## config.mk

```make
export PLATFORM = sky130hd
export DESIGN_NAME = uart_tx_fifo_param
export DESIGN_NICKNAME = d
export VERILOG_FILES = /design/src/rtl/uart_tx_fifo_param_pkg.sv /design/src/rtl/uart_tx_fifo_param_sync_fifo.sv /design/src/rtl/uart_tx_fifo_param.sv
export SDC_FILE = /design/constraint.sdc
export NUM_CORES = 1
export LEC_CHECK = 0
export ABC_AREA = 1
export BUFFER_PORTS_ARGS = -buffer_cell sky130_fd_sc_hd__buf_2
export CAP_MARGIN = 10
export CORE_MARGIN = 4
export CORE_UTILIZATION = 30
export DETAILED_ROUTE_END_ITERATION = 12
export GPL_ROUTABILITY_DRIVEN = 1
export PLACE_DENSITY = 0.45
export SLEW_MARGIN = 20
export SYNTH_ARGS = -nofsm -noshare
export SYNTH_HDL_FRONTEND = slang
export SYNTH_SLANG_ARGS = --single-unit
```

## constraint.sdc

```tcl
create_clock -name i_clk -period 3.7 [get_ports i_clk]
set_clock_uncertainty 0.2 [all_clocks]
set_input_delay 0.555 -clock i_clk [delete_from_list [all_inputs] [get_ports i_clk]]
set_output_delay 0.555 -clock i_clk [all_outputs]
set_load 0.05 [all_outputs]
```

## src/rtl/uart_tx_fifo_param_pkg.sv

```systemverilog
// Shared encodings and helpers for the FIFO-fed UART transmitter.
package uart_tx_fifo_param_pkg;

  localparam int MIN_DATA_BITS = 5;

  typedef enum logic [2:0] {
    PAR_NONE  = 3'd0,
    PAR_EVEN  = 3'd1,
    PAR_ODD   = 3'd2,
    PAR_MARK  = 3'd3,
    PAR_SPACE = 3'd4
  } parity_e;

  // LOAD is the one-cycle gap between popping from idle and driving the start bit.
  typedef enum logic [2:0] {
    ST_IDLE,
    ST_LOAD,
    ST_START,
    ST_DATA,
    ST_PARITY,
    ST_STOP
  } state_e;

  // Clamp a requested frame width into MIN_DATA_BITS..max_bits.
  function automatic logic [3:0] clamp_bits(input logic [3:0] req, input logic [3:0] max_bits);
    if (req < 4'(MIN_DATA_BITS)) return 4'(MIN_DATA_BITS);
    if (req > max_bits) return max_bits;
    return req;
  endfunction

endpackage

```

## src/rtl/uart_tx_fifo_param_sync_fifo.sv

```systemverilog
// Single-clock FIFO; full/empty derived from an occupancy counter.
module uart_sync_fifo #(
  parameter int W     = 9,
  parameter int DEPTH = 4
) (
  input  logic                     i_clk,
  input  logic                     i_rst,
  input  logic                     i_push,
  input  logic [W-1:0]             i_din,
  input  logic                     i_pop,
  output logic [W-1:0]             o_dout,
  output logic                     o_full,
  output logic                     o_empty,
  output logic [$clog2(DEPTH):0]   o_level
);

  localparam int AW = $clog2(DEPTH);

  logic [W-1:0]  r_mem [DEPTH];
  logic [AW-1:0] r_wr;
  logic [AW-1:0] r_rd;
  logic [AW:0]   r_cnt;
  logic          w_do_push;
  logic          w_do_pop;

  assign o_full    = (r_cnt == (AW+1)'(DEPTH));
  assign o_empty   = (r_cnt == '0);
  assign o_level   = r_cnt;
  assign o_dout    = r_mem[r_rd];
  assign w_do_push = i_push & ~o_full;
  assign w_do_pop  = i_pop & ~o_empty;

  // Storage is not reset; a flush is just a pointer/count reset.
  always_ff @(posedge i_clk) begin
    if (w_do_push) r_mem[r_wr] <= i_din;
  end

  // Pointers wrap naturally at DEPTH (power of two); count tracks occupancy.
  always_ff @(posedge i_clk or posedge i_rst) begin
    if (i_rst) begin
      r_wr  <= '0;
      r_rd  <= '0;
      r_cnt <= '0;
    end else begin
      if (w_do_push) r_wr <= r_wr + 1'b1;
      if (w_do_pop)  r_rd <= r_rd + 1'b1;
      case ({w_do_push, w_do_pop})
        2'b10:   r_cnt <= r_cnt + 1'b1;
        2'b01:   r_cnt <= r_cnt - 1'b1;
        default: r_cnt <= r_cnt;
      endcase
    end
  end

endmodule

```

## src/rtl/uart_tx_fifo_param.sv

```systemverilog
// UART transmitter: input FIFO, per-frame latched config, baud divider, frame FSM.
module uart_tx_fifo_param
  import uart_tx_fifo_param_pkg::*;
#(
  parameter int DATA_W     = 9,
  parameter int FIFO_DEPTH = 4,
  parameter int DIV_W      = 16
) (
  input  logic                          i_clk,
  input  logic                          i_rst,
  input  logic                          i_tx_en,
  input  logic [DIV_W-1:0]              i_baud_div,
  input  logic [3:0]                    i_data_bits,
  input  logic [2:0]                    i_parity_mode,
  input  logic                          i_stop2,
  input  logic                          i_s_valid,
  input  logic [DATA_W-1:0]             i_s_data,
  output logic                          o_s_ready,
  output logic                          o_txd,
  output logic                          o_tx_busy,
  output logic                          o_tx_done,
  output logic [$clog2(FIFO_DEPTH):0]   o_fifo_level
);

  localparam logic [3:0] MAX_BITS = 4'(DATA_W);

  logic              w_full;
  logic              w_empty;
  logic [DATA_W-1:0] w_head;
  logic              w_pop;
  logic              w_bit_end;
  logic              w_stop_last;
  logic [3:0]        w_n;
  logic [DATA_W-1:0] w_word;
  logic              w_even;
  logic              w_par;
  logic              w_par_en;

  state_e            r_state;
  logic [DIV_W-1:0]  r_baud;
  logic [DIV_W-1:0]  r_div;
  logic [3:0]        r_bit;
  logic [3:0]        r_n;
  logic [DATA_W-1:0] r_sh;
  logic              r_par;
  logic              r_par_en;
  logic              r_stop2;
  logic              r_stop_cnt;
  logic              r_txd;
  logic              r_busy;
  logic              r_done;

  uart_sync_fifo #(.W(DATA_W), .DEPTH(FIFO_DEPTH)) u_fifo (
    .i_clk   (i_clk),
    .i_rst   (i_rst),
    .i_push  (i_s_valid),
    .i_din   (i_s_data),
    .i_pop   (w_pop),
    .o_dout  (w_head),
    .o_full  (w_full),
    .o_empty (w_empty),
    .o_level (o_fifo_level)
  );

  assign o_s_ready = ~w_full;
  assign o_txd     = r_txd;
  assign o_tx_busy = r_busy;
  assign o_tx_done = r_done;

  assign w_bit_end   = (r_baud == '0);
  assign w_stop_last = (r_state == ST_STOP) && w_bit_end && (!r_stop2 || r_stop_cnt);
  assign w_pop       = i_tx_en && !w_empty && ((r_state == ST_IDLE) || w_stop_last);

  // Next-frame settings from the live inputs: clamp width, mask unused bits, pick parity.
  always_comb begin
    w_n    = clamp_bits(i_data_bits, MAX_BITS);
    w_word = '0;
    for (int i = 0; i < DATA_W; i++)
      if (i < int'(w_n)) w_word[i] = w_head[i];
    w_even   = ^w_word;
    w_par_en = 1'b1;
    w_par    = w_even;
    case (i_parity_mode)
      PAR_EVEN:  w_par = w_even;
      PAR_ODD:   w_par = ~w_even;
      PAR_MARK:  w_par = 1'b1;
      PAR_SPACE: w_par = 1'b0;
      default: begin
        w_par_en = 1'b0;
        w_par    = 1'b0;
      end
    endcase
  end

  // Frame FSM: every state lasts r_div+1 cycles; txd/busy/done registered.
  always_ff @(posedge i_clk or posedge i_rst) begin
    if (i_rst) begin
      r_state    <= ST_IDLE;
      r_baud     <= '0;
      r_div      <= '0;
      r_bit      <= '0;
      r_n        <= 4'(MIN_DATA_BITS);
      r_sh       <= '0;
      r_par      <= 1'b0;
      r_par_en   <= 1'b0;
      r_stop2    <= 1'b0;
      r_stop_cnt <= 1'b0;
      r_txd      <= 1'b1;
      r_busy     <= 1'b0;
      r_done     <= 1'b0;
    end else begin
      r_done <= 1'b0;
      if (w_pop) begin
        r_sh     <= w_word;
        r_n      <= w_n;
        r_par    <= w_par;
        r_par_en <= w_par_en;
        r_stop2  <= i_stop2;
        r_div    <= i_baud_div;
      end
      case (r_state)
        ST_IDLE: if (w_pop) r_state <= ST_LOAD;
        ST_LOAD: begin
          r_state <= ST_START;
          r_txd   <= 1'b0;
          r_busy  <= 1'b1;
          r_baud  <= r_div;
        end
        ST_START: begin
          if (w_bit_end) begin
            r_state <= ST_DATA;
            r_txd   <= r_sh[0];
            r_sh    <= r_sh >> 1;
            r_bit   <= '0;
            r_baud  <= r_div;
          end else r_baud <= r_baud - 1'b1;
        end
        ST_DATA: begin
          if (w_bit_end) begin
            r_baud <= r_div;
            if (r_bit == r_n - 4'd1) begin
              if (r_par_en) begin
                r_state <= ST_PARITY;
                r_txd   <= r_par;
              end else begin
                r_state    <= ST_STOP;
                r_txd      <= 1'b1;
                r_stop_cnt <= 1'b0;
              end
            end else begin
              r_bit <= r_bit + 4'd1;
              r_txd <= r_sh[0];
              r_sh  <= r_sh >> 1;
            end
          end else r_baud <= r_baud - 1'b1;
        end
        ST_PARITY: begin
          if (w_bit_end) begin
            r_state    <= ST_STOP;
            r_txd      <= 1'b1;
            r_stop_cnt <= 1'b0;
            r_baud     <= r_div;
          end else r_baud <= r_baud - 1'b1;
        end
        ST_STOP: begin
          if (w_bit_end) begin
            if (r_stop2 && !r_stop_cnt) begin
              r_stop_cnt <= 1'b1;
              r_baud     <= r_div;
            end else begin
              r_done <= 1'b1;
              if (w_pop) begin
                // Chained frame: start bit follows the last stop bit with no gap.
                r_state <= ST_START;
                r_txd   <= 1'b0;
                r_baud  <= i_baud_div;
              end else begin
                r_state <= ST_IDLE;
                r_txd   <= 1'b1;
                r_busy  <= 1'b0;
              end
            end
          end else r_baud <= r_baud - 1'b1;
        end
        default: r_state <= ST_IDLE;
      endcase
    end
  end

endmodule
```

* Word level (Yosys, flattened, before mapping)
Memory sizes are Yosys's and may differ from the RTL's.
Cells that the tools add are included.
** Word-level totals
- Bits in registers :: 66
- Latch bits :: 0
- Memory bits (writable) :: 36
- ROM bits :: 0
- Input port bits :: 37
- Output and inout port bits :: 7
- Logic and storage cells :: 161
- Memories kept :: 1
** Memory list
- u_fifo.r_mem :: depth 4, bits a word 9, rd ports 1, clocked after Yosys merged registers in 0, wr ports 1, RTL line uart_tx_fifo_param_sync_fifo.sv:19 : logic [W-1:0] r_mem [DEPTH];
** Operators by class
- Add/sub/neg operators :: 7
- $mul :: 0
- Divide/modulo/power cells :: 0
- Magnitude comparators :: 11
- Equal/unequal tests :: 25
- Shift operators :: 0
- Multiplexer cells :: 68
- Bitwise gates (word level) :: 5
- Reductions and logical operators :: 28
** Operator list (number)
- $mux 16 :: 4
- $pmux 16 s3 :: 1
- $mux 1 :: 36
- $mux 9 :: 4
- $mux 4 :: 7
- $mux 3 :: 7
- $ne 2x2->1 const B :: 9
- $pmux 3 s6 :: 1
- $pmux 9 s2 :: 1
- $logic_not 16->1 :: 1
- $lt 3x4->1 const A :: 4
- $sub 16x1->16 const B :: 1
- $reduce_and 7->1 :: 2
- $eq 3x2->1 const B :: 4
- $eq 3x3->1 const B :: 4
- $reduce_xor 9->1 :: 1
- $lt 1x4->1 const A :: 2
- $lt 2x4->1 const A :: 2
- $pmux 4 s2 :: 1
- $reduce_and 4->1 :: 2
- $eq 3x1->1 const B :: 2
- $logic_not 3->1 :: 2
- $pmux 1 s3 :: 2
- $pmux 3 s2 :: 1
- 28 further kinds :: 43

* Depth between registers and ports, before layout
- Word-level depth :: 11
- Gate-level depth with buffers :: 17
- Mapped depth without buffers :: 16

* Hierarchy
From an unflattened synthesis, not the netlist that was laid out.
** Unflattened totals
- Cells, all modules :: 757
- Area total of the unflattened synthesis :: 5926.9 µm²
** By module, submodules not included
- uart_tx_fifo_param :: instances 1, cells each 591, area an instance 4037.6 µm², seq. area each 1480.2 µm²
- uart_sync_fifo :: instances 1, cells each 166, area an instance 1889.3 µm², seq. area each 1256.2 µm²

* Worst setup path after synthesis
OpenSTA, ideal clock, no wires.
- Path kind :: register to register
- From :: register u_fifo.r_cnt[2], in the netlist u_fifo.o_level[2]
- To :: register u_fifo.r_cnt[2], in the netlist u_fifo.o_level[2]
- Data arrival time :: 2.533 ns
- Data required time :: 3.358 ns
- Slack :: 0.825 ns
- Cell stages (with the launch flop) :: 9
- Buffers on the path :: 0
- Period minus slack after synthesis :: 2.875 ns
- Cells stage by stage :: dfrtp_1 > nand3_1 > nand2_1 > ha_1 > inv_1 > fa_1 > a21oi_1 > o21ai_0 > xnor2_1
** On the way
- Elaborated cells on any way between the ends :: 15
- Classes of those cells :: 2 x add/sub; 3 x eq/ne; 1 x mux; 4 x bitwise; 5 x reduce/logical
** RTL lines
- from (decl) :: RTL line uart_tx_fifo_param_sync_fifo.sv:22 : logic [AW:0] r_cnt;
- from (signal assigned) :: RTL line uart_tx_fifo_param_sync_fifo.sv:48 : 2'b10: r_cnt <= r_cnt + 1'b1;
- from (signal assigned) :: RTL line uart_tx_fifo_param_sync_fifo.sv:49 : 2'b01: r_cnt <= r_cnt - 1'b1;
- from (signal assigned) :: RTL line uart_tx_fifo_param_sync_fifo.sv:50 : default: r_cnt <= r_cnt;
- $eq 3x3->1 (*) :: RTL line uart_tx_fifo_param_sync_fifo.sv:26 : assign o_full = (r_cnt == (AW+1)'(DEPTH));
- $not 1->1 (*)
- net o_s_ready :: RTL line uart_tx_fifo_param.sv:18 : output logic o_s_ready,
- $and 1x1->1 (*) :: RTL line uart_tx_fifo_param_sync_fifo.sv:30 : assign w_do_push = i_push & ~o_full;
- $eq 2x1->1 or $eq 2x2->1 (tied branches) :: RTL line uart_tx_fifo_param_sync_fifo.sv:47 : case ({w_do_push, w_do_pop})
- $pmux 3 s2 or $reduce_bool 2->1 (tied branches)
The timed path passes the listed nets; every way through them passes the cells marked *.
A chain may end at the register's enable or synchronous reset.

* Worst setup path after layout
- From :: register r_baud[0]
- To :: register u_fifo.r_cnt[2], in the netlist u_fifo.o_level[2]
** On the way
- Cells in the longest elaborated chain, start to end :: 8
- Elaborated cells on any way between the ends :: 10
- Classes of those cells :: 2 x eq/ne; 1 x mux; 1 x bitwise; 6 x reduce/logical
** RTL lines
- from (decl) :: RTL line uart_tx_fifo_param.sv:40 : logic [DIV_W-1:0] r_baud;
- from (signal assigned) :: RTL line uart_tx_fifo_param.sv:127 : r_baud <= r_div;
- from (signal assigned) :: RTL line uart_tx_fifo_param.sv:135 : r_baud <= r_div;
- from (signal assigned) :: RTL line uart_tx_fifo_param.sv:136 : end else r_baud <= r_baud - 1'b1;
- $logic_not 16->1 (*) :: RTL line uart_tx_fifo_param.sv:70 : assign w_bit_end = (r_baud == '0);
- $logic_and 1x1->1 (*) (2 in series) :: RTL line uart_tx_fifo_param.sv:71 : assign w_stop_last = (r_state == ST_STOP) && w_bit_end && (!r_stop2 || r_stop_cnt);
- $logic_or 1x1->1 (*) :: RTL line uart_tx_fifo_param.sv:72 : assign w_pop = i_tx_en && !w_empty && ((r_state == ST_IDLE) || w_stop_last);
- $logic_and 1x1->1 (*) :: RTL line uart_tx_fifo_param.sv:72
- $and 1x1->1 (*) :: RTL line uart_tx_fifo_param_sync_fifo.sv:31 : assign w_do_pop = i_pop & ~o_empty;
- $eq 2x1->1 or $eq 2x2->1 (tied branches) :: RTL line uart_tx_fifo_param_sync_fifo.sv:47
- $pmux 3 s2 or $reduce_bool 2->1 (tied branches)
Every way passes the cells marked *; elsewhere a longest branch is shown, timed or not.

==> qor.txt <==
Core ar. - 0.0182 mm2
Synth async-reset ratio - 64.7%
register bit total from synthesis - 102
WL final - 13.7 mm
Die Width - 145 um
initial DRC count - 195
Slew Viols, Final - 0
pwr/cell area - 878 mW/mm2
Avg Inst Size Synth - 8.42 um2
FP Rows - 49
sequential fraction of the synthesis area - 48.7%
syn_nets - 718
Hold Path Class - input port to async pin
run status - completed
first-pass GRT wire length - 23.1 mm
Post-CTS Resized - 0
cts hold-fix bufs - 0
CTS tree - built
RSZ-0062 raised after global routing - no
initial antenna violation count - 0
die area - 0.0210 mm2
PnR worst setup slack - 920 ps
Max Cap Viol - 0
vias post-DR - 4424
Yosys warning count - 0
gpl congestion - 0.838
H-tree depth - 3
final worst-path cycle share - 75.1%
vias in the first global route - 4503
CTS Buf Count - 9
CP Capture Type - flop
FF-to-FF setup slack - 920 ps
Die Height - 145 um
Overall Global Routing Usage - 13.5%
Non-Filler Instances - 946
Critical R2R Capture - u_fifo.o_level[2]
post-synth top area share - 28.0%
DP Area - 0.00606 mm2
GRT overflow - 0
IO buf count - 43
top_reg_cell synth - dfrtp_1
P_leak - 3.02 nW
R2R Path Start - r_baud[0]
CTS Root Cell - clkbuf_16
Synth-to-Final Area Change - 13.6%
Crit path required time - 3740 ps
synthesized instance count - 668
post-synthesis cell type count - 47
# DRC - 0
antenna-violating nets left - 0
relative slew slack - 37.7%
Synth area leaders - dfrtp_1 28%, edfxtp_1 19%, nand2_1 12%, inv_1 5.3%, o21ai_0 4.5%
largest net degree at the start of global routing - 67
cell taking the most area after synthesis - dfrtp_1
Setup Crit Path Kind - flop to flop
fmax - 360 MHz
clk buf depth - 2
boundary pin count - 44
FILL cells - 1856
Clk Latency, worst-skew pair - 370 ps
Initial Utilization - 30.9%
fin crit period - 2780 ps
CP max FO - 5
hpwl dp - 10.1 mm
Design Area, Final - 0.00639 mm2
CTS sink count - 102
Final Hold Fails - 0
postcts setup bufs - 0
Worst Path Arrival - 2820 ps
clk slew on worst S/H paths - 80 ps
final-stage net count - 762
Peak VDD IR - 0.355 mV
EDFF count, synth - 36
Startpoint Class - flop
wire per inst - 14.5 um
layout cells sized above 1 - 16.2%
Final setup viols - 0
Place WS - 915 ps
Post-Syn Area - 0.00562 mm2
Placed Cells - 930
slew of the pin with the lowest slew margin - 932 ps
DR pass1 iterations - 5
Antenna Cells - 0
setup_tns - 0 ps
r2r worst-path depth - 14
Via density - 4.68
cells in the mapped netlist (2+ instances only):
| cell type | number |
|---|---|
| a21oi_1 | 25 |
| a22oi_1 | 3 |
| a22oi_2 | 2 |
| a31oi_1 | 4 |
| buf_2 | 5 |
| buf_4 | 4 |
| buf_6 | 5 |
| clkbuf_1 | 2 |
| dfrtp_1 | 63 |
| dfstp_2 | 3 |
| edfxtp_1 | 36 |
| ha_1 | 12 |
| inv_1 | 80 |
| inv_2 | 14 |
| nand2_1 | 181 |
| nand2_2 | 9 |
| nand2_4 | 3 |
| nand3_1 | 39 |
| nand4_1 | 2 |
| nor2_1 | 40 |
| nor2_2 | 4 |
| nor2_4 | 6 |
| nor3_1 | 10 |
| nor3_2 | 2 |
| o211ai_1 | 10 |
| o21ai_0 | 50 |
| o21ai_1 | 16 |
| o22ai_1 | 2 |
| o31ai_1 | 4 |
| xnor2_1 | 7 |
| xor2_1 | 9 |
area by class of cell:
type	instances	area [um2]	area share, %
sequential	102	2740	42.8
multi-input combinational	456	2410	37.8
inverter	94	353	5.52
tap	229	287	4.49
timing repair buffer	49	273	4.27
clock buffer	9	225	3.53
clock inverter	7	98.8	1.55
registers in the layout, indices dropped and copies added, names as in the netlist, 2 cells and up:
name	count
r_baud	16
r_bit	4
r_div	16
r_n	4
r_sh	9
r_state	3
u_fifo.o_level	3
u_fifo.r_mem	36
u_fifo.r_rd	2
u_fifo.r_wr	2
cells by family (layout without fill, tap and decap cells):
logic type                 Yosys count  after routing  share of synthesized area, %
DFF                                102            102                          48.7
adders and majority gates           13             13                          3.03
AOI/OAI and AO/OA                  124            124                          12.8
buffers and inverters              110            159                          8.39
muxes                                1              1                         0.178
xor gates and xnor gates            16             16                          2.49
and+or+nand+nor                    302            302                          24.5
worst max-delay path, cell delays in order, from the launching register on:
cell     delay (ps)
dfrtp_1         370
inv_1           120
ha_1            230
nand4_2         160
nor3_4          290
nand2_2          90
nand2_1         110
nand2_2          70
inv_2            60
ha_1            130
inv_1            60
fa_1            380
a21oi_1         140
o21ai_0         110
xnor2_1         130
cells in the final DEF (no fill, tap or decap), types with 10 or more instances in the layout:
cell type | synthesis | final
buf_2 | 5 | 43
inv_2 | 14 | 15
o21ai_0 | 50 | 50
dfrtp_1 | 63 | 63
inv_1 | 80 | 79
nor3_1 | 10 | 10
edfxtp_1 | 36 | 36
ha_1 | 12 | 12
nand3_1 | 39 | 39
o211ai_1 | 10 | 10
nand2_1 | 181 | 181
o21ai_1 | 16 | 16
a21oi_1 | 25 | 25
nor2_1 | 40 | 40
routing by layer:
metal	GRT usage, %	part of all wire [%]	routed length, um
met5	0	0	0
met4	3.80	1.2	159
met3	3.24	4.3	594
met2	22.0	46	6260
met1	18.1	49	6720
report_power, final:
| part | total [mW] | switching [mW] | internal [mW] |
|---|---|---|---|
| Sequential | 1.85 | 0.255 | 1.59 |
| Combinational | 2.75 | 1.85 | 0.900 |
| Clock | 1.01 | 0.517 | 0.498 |
| Total | 5.61 | 2.62 | 2.99 |
worst max-delay path by stage:
stage | startpoint | end | slack, ps | cells past startpoint
after floorplan | u_fifo.o_level[2] | u_fifo.o_level[2] | 820 | 8
after global placement | r_baud[0] | u_fifo.o_level[2] | 940 | 14
after detailed placement | r_baud[0] | u_fifo.o_level[2] | 920 | 14
after CTS | r_baud[0] | u_fifo.o_level[2] | 890 | 14
after global routing | r_baud[0] | u_fifo.o_level[2] | 660 | 14
final | r_baud[0] | u_fifo.o_level[2] | 920 | 14
per-stage QoR:
stage	utilization [%]	power [mW]	hold slack [ps]
2_1_floorplan	-	4.01	244
3_3_place_gp	33.3	4.58	267
3_5_place_dp	33.3	4.63	272
4_1_cts	35.1	5.67	77.9
5_1_grt	35.1	6.13	95.7
6_report	35.1	5.61	62.6
(Power assumes the default switching activity.)
